<file path="config.mk">
export PLATFORM = sky130hd
export DESIGN_NAME = hpm_counter_bank
export DESIGN_NICKNAME = d
export VERILOG_FILES = /design/src/rtl/hpm_counter_bank_pkg.sv /design/src/rtl/hpm_counter_bank_counter.sv /design/src/rtl/hpm_counter_bank.sv
export SDC_FILE = /design/constraint.sdc
export NUM_CORES = 2
export LEC_CHECK = 0
export CORE_MARGIN = 4
export CORE_UTILIZATION = 60
export CTS_BUF_LIST = sky130_fd_sc_hd__clkbuf_4
export DETAILED_ROUTE_END_ITERATION = 8
export GPL_TIMING_DRIVEN = 0
export PLACE_DENSITY = 0.79
export SLEW_MARGIN = 20
export SYNTH_ARGS = -nofsm -noshare
export SYNTH_HDL_FRONTEND = slang
export SYNTH_SLANG_ARGS = --single-unit
</file>
<file path="constraint.sdc">
create_clock -name clk -period 34 [get_ports clk]
set_input_delay 5.1 -clock clk [delete_from_list [all_inputs] [get_ports clk]]
set_output_delay 5.1 -clock clk [all_outputs]
set_load 0.05 [all_outputs]
</file>
<file path="src/rtl/hpm_counter_bank_pkg.sv">
// Shared definitions for the hardware performance-monitor counter bank:
// CSR geometry, address map, register-kind decode and the response record.
package hpm_counter_bank_pkg;

  localparam int XLEN         = 64;
  localparam int CSR_ADDR_LEN = 12;

  localparam logic [CSR_ADDR_LEN-1:0] HPM_CNT_BASE = 12'hB03;
  localparam logic [CSR_ADDR_LEN-1:0] HPM_EVT_BASE = 12'h323;
  localparam logic [CSR_ADDR_LEN-1:0] HPM_INHIBIT  = 12'h320;
  localparam logic [CSR_ADDR_LEN-1:0] HPM_OVF      = 12'hDA0;
  localparam logic [CSR_ADDR_LEN-1:0] HPM_OVF_EN   = 12'hDA1;

  typedef enum logic [2:0] {
    REG_NONE,
    REG_CNT,
    REG_SEL,
    REG_INHIBIT,
    REG_OVF,
    REG_OVF_EN
  } hpm_reg_e;

  typedef struct packed {
    logic            valid;
    logic            excp;
    logic [XLEN-1:0] rdata;
  } hpm_resp_t;

endpackage

</file>
<file path="src/rtl/hpm_counter_bank_counter.sv">
// One event counter: a CSR write has priority over the event increment,
// and wrap flags an increment out of all-ones that the write did not override.
module hpm_counter #(
  parameter int CNT_WIDTH = 64
) (
  input  logic                 clk,
  input  logic                 rst,
  input  logic                 inc,
  input  logic                 wr_en,
  input  logic [CNT_WIDTH-1:0] wr_data,
  output logic [CNT_WIDTH-1:0] value,
  output logic                 wrap
);

  assign wrap = inc && !wr_en && (&value);

  always_ff @(posedge clk or posedge rst) begin
    if (rst) begin
      value <= '0;
    end else if (wr_en) begin
      value <= wr_data;
    end else if (inc) begin
      value <= value + CNT_WIDTH'(1);
    end
  end

endmodule

</file>
<file path="src/rtl/hpm_counter_bank.sv">
// Performance-monitor counter bank: CSR decode, single-entry response register
// with valid/ready handshake, event selection and sticky overflow status.
module hpm_counter_bank
  import hpm_counter_bank_pkg::*;
#(
  parameter int NUM_CNT      = 8,
  parameter int CNT_WIDTH    = 64,
  parameter int EVT_NUM      = 16,
  parameter int EVT_ID_WIDTH = 5
) (
  input  logic                    clk,
  input  logic                    rst,
  input  logic                    csr_req_valid_i,
  output logic                    csr_req_ready_o,
  input  logic [CSR_ADDR_LEN-1:0] csr_addr_i,
  input  logic                    csr_write_i,
  input  logic [XLEN-1:0]         csr_wdata_i,
  output logic                    csr_resp_valid_o,
  input  logic                    csr_resp_ready_i,
  output logic [XLEN-1:0]         csr_rdata_o,
  output logic                    csr_excp_o,
  input  logic [EVT_NUM-1:0]      evt_i,
  output logic                    ovf_irq_o
);

  localparam int SEL_SPAN = 2 ** EVT_ID_WIDTH;
  localparam logic [EVT_ID_WIDTH:0]   EVT_LIMIT = (EVT_ID_WIDTH + 1)'(EVT_NUM);
  localparam logic [CSR_ADDR_LEN-1:0] NUM_CNT_A = CSR_ADDR_LEN'(NUM_CNT);

  // Handshake: a request is taken when valid && ready. Ready only drops while a
  // response is being held back by the consumer, so the single response
  // register is never overwritten before it is consumed.
  hpm_resp_t resp;
  logic      accept;
  logic      wr_acc;

  logic [EVT_ID_WIDTH-1:0] sel [NUM_CNT];
  logic [NUM_CNT-1:0]      inhibit;
  logic [NUM_CNT-1:0]      ovf;
  logic [NUM_CNT-1:0]      irq_en;

  logic [CNT_WIDTH-1:0]    cnt_val [NUM_CNT];
  logic [CNT_WIDTH-1:0]    cnt_wdata;
  logic [NUM_CNT-1:0]      cnt_wr;
  logic [NUM_CNT-1:0]      inc;
  logic [NUM_CNT-1:0]      wrap;
  logic [NUM_CNT-1:0]      ovf_clr;
  logic [SEL_SPAN-1:0]     evt_pad;

  logic [CSR_ADDR_LEN-1:0] cnt_off;
  logic [CSR_ADDR_LEN-1:0] sel_off;
  hpm_reg_e                reg_kind;
  logic [XLEN-1:0]         rd_data;
  logic                    unused_wdata;

  assign csr_req_ready_o  = !(resp.valid && !csr_resp_ready_i);
  assign accept           = csr_req_valid_i && csr_req_ready_o;
  assign wr_acc           = accept && csr_write_i;
  assign csr_resp_valid_o = resp.valid;
  assign csr_rdata_o      = resp.rdata;
  assign csr_excp_o       = resp.excp;
  assign cnt_wdata        = csr_wdata_i[CNT_WIDTH-1:0];
  assign unused_wdata     = ^csr_wdata_i;

  assign cnt_off = csr_addr_i - HPM_CNT_BASE;
  assign sel_off = csr_addr_i - HPM_EVT_BASE;

  always_comb begin
    reg_kind = REG_NONE;
    if (cnt_off < NUM_CNT_A)          reg_kind = REG_CNT;
    else if (sel_off < NUM_CNT_A)     reg_kind = REG_SEL;
    else if (csr_addr_i == HPM_INHIBIT) reg_kind = REG_INHIBIT;
    else if (csr_addr_i == HPM_OVF)     reg_kind = REG_OVF;
    else if (csr_addr_i == HPM_OVF_EN)  reg_kind = REG_OVF_EN;
  end

  // Read data is the pre-edge register state, zero-extended; unmapped reads stay 0.
  always_comb begin
    rd_data = '0;
    case (reg_kind)
      REG_CNT: begin
        for (int k = 0; k < NUM_CNT; k++) begin
          if (cnt_off == CSR_ADDR_LEN'(k)) rd_data[CNT_WIDTH-1:0] = cnt_val[k];
        end
      end
      REG_SEL: begin
        for (int k = 0; k < NUM_CNT; k++) begin
          if (sel_off == CSR_ADDR_LEN'(k)) rd_data[EVT_ID_WIDTH-1:0] = sel[k];
        end
      end
      REG_INHIBIT: rd_data[NUM_CNT-1:0] = inhibit;
      REG_OVF:     rd_data[NUM_CNT-1:0] = ovf;
      REG_OVF_EN:  rd_data[NUM_CNT-1:0] = irq_en;
      default:     rd_data = '0;
    endcase
  end

  // Selects beyond the implemented events never count but are still stored.
  always_comb begin
    evt_pad                = '0;
    evt_pad[EVT_NUM-1:0]   = evt_i;
    for (int k = 0; k < NUM_CNT; k++) begin
      inc[k]    = !inhibit[k] && ({1'b0, sel[k]} < EVT_LIMIT) && evt_pad[sel[k]];
      cnt_wr[k] = wr_acc && (reg_kind == REG_CNT) && (cnt_off == CSR_ADDR_LEN'(k));
    end
    ovf_clr = (wr_acc && reg_kind == REG_OVF) ? csr_wdata_i[NUM_CNT-1:0] : '0;
  end

  for (genvar k = 0; k < NUM_CNT; k++) begin : g_cnt
    hpm_counter #(
      .CNT_WIDTH(CNT_WIDTH)
    ) u_cnt (
      .clk    (clk),
      .rst    (rst),
      .inc    (inc[k]),
      .wr_en  (cnt_wr[k]),
      .wr_data(cnt_wdata),
      .value  (cnt_val[k]),
      .wrap   (wrap[k])
    );
  end

  always_ff @(posedge clk or posedge rst) begin
    if (rst) begin
      for (int k = 0; k < NUM_CNT; k++) sel[k] <= '0;
      inhibit    <= '1;
      ovf        <= '0;
      irq_en     <= '0;
      resp       <= '0;
      ovf_irq_o  <= 1'b0;
    end else begin
      ovf_irq_o <= |(ovf & irq_en);
      // A wrap in the same cycle as its clear keeps the bit set.
      ovf       <= (ovf & ~ovf_clr) | wrap;

      if (wr_acc) begin
        case (reg_kind)
          REG_SEL: begin
            for (int k = 0; k < NUM_CNT; k++) begin
              if (sel_off == CSR_ADDR_LEN'(k)) sel[k] <= csr_wdata_i[EVT_ID_WIDTH-1:0];
            end
          end
          REG_INHIBIT: inhibit <= csr_wdata_i[NUM_CNT-1:0];
          REG_OVF_EN:  irq_en  <= csr_wdata_i[NUM_CNT-1:0];
          default: ;
        endcase
      end

      if (accept) begin
        resp.valid <= 1'b1;
        resp.excp  <= (reg_kind == REG_NONE);
        resp.rdata <= rd_data;
      end else if (csr_resp_ready_i) begin
        resp.valid <= 1'b0;
      end
    end
  end

endmodule

</file>
==> run metrics <==
DRT antenna net count=0; number of gates resized after CTS=0; average wire per standard cell=roughly 30 microns; HPWL Detailed=135,300 microns; Synth Warn #=0; cts hold-fix bufs=0; Final Hold Viols=0; Final period util=34.41%; synth-to-layout area growth=12.56%; peak supply drop=0.00002928 V; crit path from=csr_resp_ready_i; CTS clk-pin slew, worst paths=roughly 0.060 ns; DR vias=42,500; initial antenna violation count=14; CP max stage cell=clkdlybuf4s50_1; Chip Width=264.2 microns; Worst-Skew Late Latency=approximately 1.1 ns; EDFF count, synth=0; fillcell total=5,563; Initial DRC Count=between 7,000 and 8,000; largest net degree at the start of global routing=103; CP endpoint kind=output pin; IO Count=165; CTS H-tree lvls=4; synthesized area=between 30,000 and 40,000 sq um; Crit Path Max Fanout=6; outcome=finished with violations; commonest non-fill, non-tap cell in the layout=dfrtp_1; FF+latch count, synth=643; Design Area, Final=44,320 sq um; Comb pwr share=between 10% and 20%; CTS tree=done; post-layout net count=a little over 5,000; slowest stage delay, CP=roughly 0.84 ns; share of layout cells above drive strength 1=approximately 10%; r2r setup slk=between 20 and 30 ns; root buffer cell=clkbuf_4; vias in the first global route=39,540; CP most frequent cell=clkdlybuf4s50_1; synth unique cells=76; Critical Path Sink=csr_req_ready_o; RSZ-0062 raised after global routing=no; first-pass GRT wire length=259,200 microns; vias per cell=7.123; Req. time, crit path=~29 ns; cts bufs inserted=between 150 and 200; Post-route DRC=5; Seq/Total Area, Yosys=approximately two fifths; Worst Skew=0.07464 ns; Slew @ Worst Pin=1.328 ns; sw power=0.5778 mW; RR Endpoint=g_cnt[3].u_cnt.value[63]; grt ovf=0; starting density of the core=about three fifths; PD cells=41.19 nW/um^2; relative slew slack=10.30%; post-CTS setup buffer count=0; worst flop-to-flop path startpoint=csr_resp_valid_o; CP startpoint kind=primary input; post-synth net total=around 4,800; Final Max Slew Viols=0; PortBufs=a little over 100; overall power=1.826 mW; arrival time at the worst endpoint=between 6 and 7 ns; Post-Syn Area per Cell=8.452 sq um; Std-Cell Rows=between 90 and 100; post-layout min period=between 10 and 15 ns; most frequent cells in the layout=dfrtp_1 (635), nor2_1 (560), nand2_1 (533); cells after synthesis=about 4,700; Net Sw Frac=a little under a third; total wire length=180,900 microns; final setup violation count=0; clock buffer depth=3; max frequency=85.49 MHz; Die Height=264.2 microns; CTS sink count=643; core box area=64,700 sq um; placed cell area=about 42,000 sq um; worst setup path class=in -> out; clock power share=41.6%; Max Cap Viol=0; Worst Hold Class=reg -> reg; Internal=1.248 mW; fraction of registers with async set/reset=100.0%; sequential power share=47.3%; gr usage total=50.02%; Synth Flop Type=dfrtp_1; crit path cell chain=clkdlybuf4s50_1 > nand2b_1 > clkdlybuf4s50_1; P_leak=17.51 nW; setup TNS=0 ns; worst reg2reg path depth=8; DRT Pass-1 Iters=9; gpl congestion=1.096; Die ar.=69,790 sq um; failing checks=DRC
## worst min-delay path by stage
stage	endpoint	startpoint	depth (start not counted)
after floorplan	ovf[3]	ovf[3]	2
after global placement	csr_rdata_o[55]	csr_rdata_o[55]	1
after detailed placement	csr_rdata_o[46]	csr_rdata_o[46]	1
after CTS	csr_rdata_o[55]	csr_rdata_o[55]	1
after global routing	csr_rdata_o[55]	csr_rdata_o[55]	1
final	csr_rdata_o[55]	csr_rdata_o[55]	1
## through the flow
step           hold slack [ns]  instances  setup slack [ns]  util (%)
2_1_floorplan           0.4578       4659             10.90         -
3_3_place_gp            0.4636       5616             2.671     64.09
3_5_place_dp            0.4741       5642             22.32     64.84
4_1_cts                 0.4883       5954             22.31     68.41
5_1_grt                 0.4954       5957             22.28     68.47
6_report                0.4876       5967             22.30     68.51
## critical path, delay by kind of cell
family / cells / cell delay (ns)
buffers and inverters: 2 / 1.29
AND/OR/NAND/NOR: 1 / 0.20
## cell usage after synthesis, types with 66 or more instances
master,instances,share of area [%]
mux2_2,80,2.3
a22oi_1,84,1.6
nor3_1,115,1.5
nand3_1,240,3.1
clkbuf_1,228,2.2
a21oi_1,363,4.6
xor2_1,212,4.7
nand2_1,533,5.1
nand4_1,150,2.4
o21ai_0,281,3.6
nor2_1,564,5.4
nor4_1,66,1.0
dfrtp_1,635,40
and3_1,98,1.6
xnor2_1,263,5.8
## layout make-up
| type | instances | area [sq um] | area share (%) |
|---|---|---|---|
| clock buffer | 266 | 1997 | 4.505 |
| tap | 855 | 1070 | 2.414 |
| buffer | 305 | 1221 | 2.755 |
| inverter | 64 | 247.7 | 0.5589 |
| timing repair buffer | 128 | 1349 | 3.043 |
| sequential | 643 | 16100 | 36.32 |
| multi-input combinational | 3647 | 22000 | 49.63 |
| clock inverter | 46 | 307.8 | 0.6944 |
| antenna | 13 | 32.53 | 0.07339 |
## cells by family after synthesis
kind of cell,after synthesis,share of synthesized area (%)
xor+xnor,475,10.57
fa+ha+maj,8,0.2542
buf+inv,369,3.708
simple gates,1983,24.12
flops,643,40.89
mux,138,4.207
compound gates,1043,16.26
## state kept, by name, summed over array words and instances, names as in the netlist
name and flops:
csr_excp_o 1, g_cnt.u_cnt.value 512, ovf 8, ovf_irq_o 1
sel 40, csr_rdata_o 64, inhibit 8, irq_en 8
csr_resp_valid_o 1
## metal layers
| metal | vias to the layer above | wire length (microns) | global-route usage (%) |
|---|---|---|---|
| met5 | - | 308 | 1.871 |
| met4 | 14 | 16210 | 34.54 |
| met3 | 1077 | 30990 | 23.21 |
| met2 | 3922 | 73000 | 69.92 |
| met1 | 20060 | 60420 | 61.15 |
| li1 | 17430 | - | - |
## power by group through the flow
stage	clock network, mW	logic (mW)	registers (mW)
finish	0.759	0.202	0.864
global route	0.790	0.214	0.862
CTS	0.749	0.192	0.855
detailed placement	0	0.191	0.869
global placement	0	0.184	0.870
floorplan	0	0.118	0.847
(Power assumes the default switching activity.)
